**src/rtl/dus_engine.sv**
```systemverilog
// Down-up-sample engine: decimates a ROWS x COLS image by FACTOR in both axes
// and re-expands it to full size, one output pixel per cycle.
// Latency: start accepted at cycle 0, first write at cycle 2, ap_done at N+2.
// Backpressure: none; the memories are always ready, so RUN never stalls.
// Ports: clk/rst (async active-low); ap_start/mode in, ap_idle/ap_ready/ap_done
// out; img_* is the single-port source read port, dus_* the destination port.
module dus_engine #(
  parameter int DATA_W = 32,
  parameter int ROWS   = 32,
  parameter int COLS   = 32,
  parameter int FACTOR = 2,
  parameter int ADDR_W = $clog2(ROWS*COLS)
) (
  input  logic              clk,
  input  logic              rst,
  input  logic              ap_start,
  input  logic              mode,
  output logic              ap_idle,
  output logic              ap_ready,
  output logic              ap_done,
  output logic [ADDR_W-1:0] img_address0,
  output logic              img_ce0,
  output logic              img_we0,
  output logic [DATA_W-1:0] img_d0,
  input  logic [DATA_W-1:0] img_q0,
  output logic [ADDR_W-1:0] dus_address0,
  output logic              dus_ce0,
  output logic              dus_we0,
  output logic [DATA_W-1:0] dus_d0
);

  localparam int RW  = (ROWS > 1) ? $clog2(ROWS) : 1;
  localparam int CW  = (COLS > 1) ? $clog2(COLS) : 1;
  localparam int SH  = $clog2(FACTOR);
  localparam int LBN = COLS / FACTOR;
  localparam int LBW = (LBN > 1) ? $clog2(LBN) : 1;
  localparam logic [RW-1:0] RMASK = RW'(FACTOR - 1);
  localparam logic [CW-1:0] CMASK = CW'(FACTOR - 1);

  if (FACTOR < 2 || (FACTOR & (FACTOR - 1)) != 0 ||
      (ROWS % FACTOR) != 0 || (COLS % FACTOR) != 0) begin : g_bad_factor
    $error("dus_engine: FACTOR must be a power of 2, >= 2, dividing ROWS and COLS");
  end

  typedef enum logic [1:0] {S_IDLE, S_RUN, S_DRAIN, S_DONE} state_t;

  state_t            state;
  logic [RW-1:0]     row;
  logic [CW-1:0]     col;
  logic [ADDR_W-1:0] idx;
  logic              mode_r;
  logic [ADDR_W-1:0] rd_hold;

  // stage-1 pixel: written to the destination one cycle after it is scanned
  logic              s1_vld;
  logic              s1_smp;
  logic [ADDR_W-1:0] s1_addr;
  logic [LBW-1:0]    s1_lb;

  logic [DATA_W-1:0] lb [LBN];

  logic              issue;
  logic              smp;
  logic              last;
  logic [LBW-1:0]    lb_idx;

  assign issue  = (state == S_RUN);
  assign smp    = ((row & RMASK) == '0) && ((col & CMASK) == '0);
  assign last   = (row == RW'(ROWS - 1)) && (col == CW'(COLS - 1));
  assign lb_idx = LBW'(col >> SH);

  assign ap_idle  = (state == S_IDLE);
  assign ap_done  = (state == S_DONE);
  assign ap_ready = issue && last;

  // Read address follows the sampled pixel and otherwise holds its last value.
  assign img_ce0      = issue && smp;
  assign img_address0 = img_ce0 ? idx : rd_hold;
  assign img_we0      = 1'b0;
  assign img_d0       = '0;

  assign dus_ce0      = s1_vld;
  assign dus_we0      = s1_vld;
  assign dus_address0 = s1_addr;

  always_comb begin
    dus_d0 = '0;
    if (s1_vld) begin
      if (s1_smp)       dus_d0 = img_q0;
      else if (!mode_r) dus_d0 = lb[s1_lb];
    end
  end

  always_ff @(posedge clk or negedge rst) begin
    if (!rst) begin
      state   <= S_IDLE;
      row     <= '0;
      col     <= '0;
      idx     <= '0;
      mode_r  <= 1'b0;
      rd_hold <= '0;
      s1_vld  <= 1'b0;
      s1_smp  <= 1'b0;
      s1_addr <= '0;
      s1_lb   <= '0;
    end else begin
      rd_hold <= img_address0;
      s1_vld  <= issue;
      if (issue) begin
        s1_smp  <= smp;
        s1_addr <= idx;
        s1_lb   <= lb_idx;
      end
      case (state)
        S_IDLE: begin
          if (ap_start) begin
            mode_r <= mode;
            row    <= '0;
            col    <= '0;
            idx    <= '0;
            state  <= S_RUN;
          end
        end
        S_RUN: begin
          if (last) begin
            row   <= '0;
            col   <= '0;
            idx   <= '0;
            state <= S_DRAIN;
          end else begin
            idx <= idx + 1'b1;
            if (col == CW'(COLS - 1)) begin
              col <= '0;
              row <= row + 1'b1;
            end else begin
              col <= col + 1'b1;
            end
          end
        end
        S_DRAIN: state <= S_DONE;
        S_DONE:  state <= S_IDLE;
        default: state <= S_IDLE;
      endcase
    end
  end

  // Sampled pixels refresh their line-buffer column; the non-sampled pixels
  // that reuse it always come later in raster order.
  always_ff @(posedge clk) begin
    if (s1_vld && s1_smp) lb[s1_lb] <= img_q0;
  end

endmodule

```
**config.mk**
```make
export PLATFORM = sky130hd
export DESIGN_NAME = dus_engine
export DESIGN_NICKNAME = d
export VERILOG_FILES = /design/src/rtl/dus_engine.sv
export SDC_FILE = /design/constraint.sdc
export NUM_CORES = 1
export LEC_CHECK = 0
export ABC_AREA = 1
export CAP_MARGIN = 20
export CORE_ASPECT_RATIO = 0.9
export CORE_UTILIZATION = 50
export CTS_CLUSTER_SIZE = 24
export DETAILED_ROUTE_END_ITERATION = 16
export PLACE_DENSITY = 0.68
export SYNTH_ARGS = -nofsm -noshare
export SYNTH_HDL_FRONTEND = slang
export SYNTH_SLANG_ARGS = --single-unit
```
**constraint.sdc**
```tcl
create_clock -name clk -period 3.5 [get_ports clk]
set_clock_uncertainty 0.15 [all_clocks]
set_input_delay 0.7 -clock clk [delete_from_list [all_inputs] [get_ports clk]]
set_output_delay 0.7 -clock clk [all_outputs]
set_load 0.01 [all_outputs]
```
==> run_results.csv, run 1 <==
group,metric,value,unit
floorplan,dieHeight,209.8,um
critical_path,crit_end,"dus_d0[18]",
pwr,cellPowerDensity,640.0,nW/um2
detailed_routing,drtIter0Drc,1455,
clock_tree,cts_buffers,56,
logic_synthesis,postSynth.asyncResetShare,8.734,%
sta,hold_viol_final,0,
finish,final_common_cell,"nand2_1",
critical_path,critPathRequiredTime,2.65,ns
floorplan,ioPinCount,127,
floorplan,core,47010,um2
clock_tree,cts_tree,"done",
floorplan,num_rows,75,
clock_tree,clkLatencyLatePin,0.61,ns
status,status,"completed",
pwr,irDropWorstVdd,433.6,uV
clock_tree,clk_pin_slew,0.06,ns
critical_path,worst-r2r-setup-slack,0.62,ns
logic_synthesis,ys_seq_elements,561,
logic_synthesis,ys_seq_area_share,69.19,%
critical_path,cp_max_fo,29,
finish,postLayoutCoreUtil,60.28,%
detailed_routing,ant_nets,0,
clock_tree,clk_path_buf_depth,3,
sta,finalSetupViolCount,0,
pwr,total_power,18.14,mW
floorplan,die_w,232.9,um
logic_synthesis,synth-edff-count,512,
critical_path,worstPathArrival,2.57,ns
critical_path,r2r-end,"lb[4][9]",
sta,holdWs,0.3330,ns
critical_path,start_kind,"flip-flop",
global_route,overflow,0,
logic_synthesis,yosysUniqueCellTypes,26,
logic_synthesis,synth_ff_type,"edfxtp_1",
sta,fmax,292.6,MHz
logic_synthesis,avgSynthCellArea,10.12,um2
worst_hold_path,hold_depth,1,
detailed_routing,drtPass1Iterations,5,
finish,area_growth,18.12,%
sta,finalWorstSetupSlack,0.08293,ns
global_route,grt_max_degree,75,
worst_hold_path,hp-class,"flip-flop to flip-flop",
pwr,p_leak,12.03,nW
finish,stdcell_count,3187,
sta,finalCriticalPeriod,3.417,ns
global_route,grt_pass1_vias,15930,
sta,grt_setup_unrepaired,"true",
detailed_routing,drc_errors,0,
detailed_routing,vias,16500,
detailed_routing,post_drt_via_cell_ratio,5.177,
worst_hold_path,hold_start,"idx[6]",
finish,antenna_cells,0,
critical_path,reg2regPathDepth,7,
finish,nets,2568,
sta,max_slew.worst_pin.slew,0.7155,ns
floorplan,initial_core_util,51.03,%
critical_path,path_class,"flip-flop to output pin",
clock_tree,cts-root-buf,"clkbuf_16",
place,dp_slack,0.4276,ns
finish,layout_common_cells,"nand2_1 (1467), edfxtp_1 (512), buf_4 (71)",
global_route,antenna_found_initial,0,
critical_path,crit_path_end_kind,"output pin",
logic_synthesis,yosysTopAreaCellShare,64.08,%
place,dp_cells,3053,
sta,period_share,97.63,%
sta,maxSlewViolCount,0,
sta,slew_headroom,52.19,%
finish,layout-drive-gt1-share,8.985,%
global_route,grt_first_pass_wirelength,90930,um
place,port_buffers,93,
logic_synthesis,yosys.area.top_type,"edfxtp_1",
floorplan,die-area,48860,um2
clock_tree,h-tree-depth,2,
logic_synthesis,yosys-top-cells-area,"edfxtp_1 (64%), nand2_1 (23%), dfrtp_1 (5.1%), buf_4 (1.6%), buf_2 (1.2%)",
detailed_routing,routedWlPerCell,18.94,um
logic_synthesis,syn_inst,2371,
place,hpwl,30810,um
logic_synthesis,netlist_area,23990,um2
clock_tree,clock_sinks,561,
place,gp_congestion,0.8045,
logic_synthesis,yosysWarnings,0,
detailed_routing,wl,60370,um
critical_path,rr_startpoint,"s1_lb[0]",
job,max-cap-violations,0,
global_route,track_usage,24.61,%
critical_path,cp-startpoint,"s1_lb[0]",
-- worst min-delay path by stage --
stage	end	slack, ns
floorplan	col[0]	0.25
global placement	dus_address0[0]	0.32
detailed placement	dus_address0[7]	0.33
CTS	idx[6]	0.34
global route	row[4]	0.35
finish	idx[6]	0.33
-- stage by stage --
stage / area (um2) / setup TNS, ns
global route: 28340 / -0.07847
global placement: 25980 / 0
CTS: 28020 / -0.5158
finish: 28340 / 0
floorplan: 24110 / 0
detailed placement: 25980 / 0
-- power by group --
part           leakage, nW  internal, mW  switching (mW)
Combinational         5.92          1.71            3.11
Clock                0.844          3.24            2.45
Sequential            5.27          7.52           0.111
Total                 12.0          12.5            5.68
-- cell families after synthesis --
family	share of synthesized area [%]
other	0.01563
AO/OA/AOI/OAI	1.653
buffers and inverters	4.464
multiplexers	0.04693
adder cells (fa/ha/maj)	0.4694
AND/OR/NAND/NOR	24.16
flip-flops	69.19
-- final cells by class --
type                    instances  area [um2]
well taps                     616       770.7
inverters                      45       191.4
repair buffers                206        2377
clock buffers                  79        1519
fillers                      3734       18680
repair inverters                1       16.27
multi-input cells            1652        6651
clock inverters                27       202.7
flip-flops and latches        561       16610
-- flip-flops by register name, summed over array words and instances, names as in the netlist --
| signal | flops |
|---|---|
| col | 5 |
| s1_smp | 1 |
| rd_hold | 10 |
| s1_lb | 4 |
| row | 5 |
| dus_address0 | 10 |
| lb | 512 |
| state | 2 |
| dus_ce0 | 1 |
| mode_r | 1 |
| idx | 10 |
-- Yosys cell counts, types with 2 or more instances --
cell type,number
o21ai_0,35
buf_2,56
nand2_1,1467
buf_6,13
inv_1,41
edfxtp_1,512
buf_1,3
ha_1,9
o21ai_1,33
a21oi_1,8
nor3_1,10
clkbuf_1,23
nand3_1,12
dfrtp_1,49
nand4_1,4
nor2_1,36
inv_2,2
buf_4,50
-- routing by layer --
layer | up-vias | global-route usage, % | part of all wire [%]
li1 | 7927 | - | -
met1 | 7804 | 35.04 | 43
met2 | 668 | 39.53 | 47
met3 | 99 | 3.247 | 7.9
met4 | 0 | 7.528 | 2.6
met5 | - | 0 | 0
-- what timing repair did --
action                                  CTS  global route
endpoints found under the setup margin   42            21
setup buffers                             4            11
hold buffers                              1             0
hold endpoints to repair                 29             0
gates cloned                              8             6
pin swaps                                 0             5
resized for setup                        52            46
-- worst max-delay path, stage by stage (launching register included) --
cell	delay (ns)
dfrtp_4	0.49
buf_4	0.18
buf_4	0.15
clkbuf_16	0.21
nand2_1	0.08
nand2_1	0.05
nand2_1	0.05
nand2_1	0.05
nand2_1	0.06
nand2_1	0.10
o21ai_1	0.18
nand2_1	0.06
dlygate4sd2_1	0.28
Power figures use the tool's default switching activity.
==> run 2: changes to the inputs <==
--- a/config.mk
+++ b/config.mk
@@ -7,7 +7,6 @@
 export LEC_CHECK = 0
 export ABC_AREA = 1
 export CAP_MARGIN = 20
-export CORE_ASPECT_RATIO = 0.9
 export CORE_UTILIZATION = 50
 export CTS_CLUSTER_SIZE = 24
 export DETAILED_ROUTE_END_ITERATION = 16
==> constraint.sdc (replaced) <==
create_clock -name clk -period 3.82 [get_ports clk]
set_clock_uncertainty 0.15 [all_clocks]
set_input_delay 0.764 -clock clk [delete_from_list [all_inputs] [get_ports clk]]
set_output_delay 0.764 -clock clk [all_outputs]
set_load 0.01 [all_outputs]
==> run 2 against run 1 <==
Compared with the run above: hold slack got worse by 0.30 ns; sequential power fell by 8.3%; non-clock buffer count fell by 28; via count fell by 0.19%; sequential share of layout area rose by 1.1 points; first-iteration DRC count rose by 11%; total power fell by 11%; sequential cell count did not move; die area barely moved; critical path type unchanged; critical endpoint is now dus_d0[30].
==> run_results.csv, run 2 (same netlist as run 1, synthesis figures left out) <==
group,metric,value,unit
pwr,cellPowerDensity,580.7,nW/um2
sta,finalWorstSetupSlack,0.009964,ns
finish,largest_register_ffs,512,
clock_tree,cts-root-buf,"clkbuf_16",
critical_path,rr_startpoint,"s1_lb[1]",
finish,layout_common_cells,"nand2_1 (1466), edfxtp_1 (512), clkdlybuf4s50_1 (92)",
critical_path,critPathTopFamily,"buffers and inverters",
job,max-cap-violations,0,
place,gp_congestion,0.8048,
detailed_routing,drtIter0Drc,1614,
detailed_routing,ant_nets,0,
pwr,irDropWorstVdd,540.5,uV
detailed_routing,post_drt_via_cell_ratio,5.228,
sta,maxSlewViolCount,0,
global_route,grt_max_degree,131,
floorplan,initial_core_util,51.10,%
sta,holdWs,0.03099,ns
sta,hold_viol_final,0,
global_route,antenna_found_initial,0,
pwr,p_leak,11.62,nW
finish,stdcell_count,3150,
clock_tree,h-tree-depth,2,
place,placed_cell_area,25960,um2
critical_path,slowest_delay,0.54,ns
critical_path,start_kind,"flip-flop",
clock_tree,clk_path_buf_depth,3,
place,dp_slack,0.5816,ns
clock_tree,cts_buffers,56,
clock_tree,clock_sinks,561,
detailed_routing,routedWlPerCell,18.83,um
sta,finalSetupViolCount,0,
status,status,"completed",
critical_path,crit_path_end_kind,"output pin",
sta,max_slew.worst_pin.slew,0.6298,ns
detailed_routing,vias,16470,
critical_path,cp_max_fo,65,
global_route,overflow,0,
place,hpwl,31710,um
finish,area_growth,15.89,%
floorplan,core,46950,um2
finish,nets,2539,
sta,grt_setup_unrepaired,"true",
clock_tree,clkLatencyLatePin,0.60,ns
critical_path,critPathRequiredTime,2.91,ns
worst_hold_path,hp-class,"input pin to asynchronous set/reset pin",
finish,final_common_cell,"nand2_1",
critical_path,critPathSlowestCell,"dfrtp_4",
finish,postLayoutCoreUtil,59.22,%
floorplan,dieHeight,221.1,um
critical_path,reg2regPathDepth,5,
global_route,track_usage,24.08,%
floorplan,ioPinCount,127,
pwr,total_power,16.14,mW
critical_path,r2r-end,"lb[1][2]",
floorplan,die_w,221.1,um
floorplan,die-area,48860,um2
global_route,grt_first_pass_wirelength,89930,um
global_route,grt_pass1_vias,15670,
critical_path,crit_chain,"buf_4 > clkbuf_16 > nand2_1 > nand2_1 > nand2_1 > nand2_1 > nand2_1 > nand2_1 > o21ai_1 > nand2_1 > clkdlybuf4s50_1",
clock_tree,clk_pin_slew,0.06,ns
finish,nFillCells,3786,
detailed_routing,wl,59330,um
detailed_routing,drc_errors,0,
sta,setup_tns,0,ns
place,dp_cells,3038,
sta,period_share,99.74,%
critical_path,crit_buf_inv,3,
critical_path,worst_path_most_repeated_cell,"nand2_1",
detailed_routing,drtPass1Iterations,6,
sta,slew_headroom,58.01,%
sta,fmax,262.5,MHz
place,port_buffers,93,
critical_path,worst-r2r-setup-slack,1.05,ns
finish,top_register,"lb",
finish,final_cell_area,27800,um2
sta,finalCriticalPeriod,3.810,ns
floorplan,num_rows,79,
finish,layout-drive-gt1-share,7.514,%
critical_path,path_class,"flip-flop to output pin",
critical_path,worstPathArrival,2.90,ns
clock_tree,cts_tree,"done",
==> run 2: report_power, final <==
group / internal [mW] / total [mW] / switching (mW)
Combinational: 1.30 / 3.93 / 2.63
Clock: 2.96 / 5.21 / 2.25
Sequential: 6.89 / 7.00 / 0.112
==> run 2: worst max-delay path by stage <==
stage               startpoint    endpoint  slack [ns]  cells after the start
finish                s1_lb[0]  dus_d0[30]        0.01                     11
global route          s1_lb[0]  dus_d0[27]       -0.06                     11
CTS                   s1_lb[1]  dus_d0[27]      0.0004                      9
detailed placement    s1_lb[1]  dus_d0[27]        0.58                      9
global placement      s1_lb[0]  dus_d0[27]        0.57                     11
floorplan             s1_lb[2]    lb[0][0]        0.81                      4
==> run 2: per-layer routing <==
layer	share of wire (%)	GRT usage (%)	wire, um
met5	0	0	0
met4	2.4	7.692	1429
met3	7.4	3.506	4415
met2	48	39.75	28510
met1	42	33.07	24980
==> run 2: cell type report <==
type	count	area (um2)	share of cell area, %
sequential	561	16610	59.74
timing repair buffer	178	1922	6.912
clock buffer	81	1556	5.598
clock inverter	25	170.2	0.6120
antenna	1	2.502	0.009000
inverter	45	190.2	0.6840
tap	607	759.5	2.732
multi-input combinational	1652	6594	23.72
==> run 2: what timing repair did <==
action | in CTS | in global routing
hold buffers | 0 | 0
buffers inserted | 0 | 3
setup endpoints to repair | 9 | 38
cloned | 0 | 2
resized for setup | 6 | 9
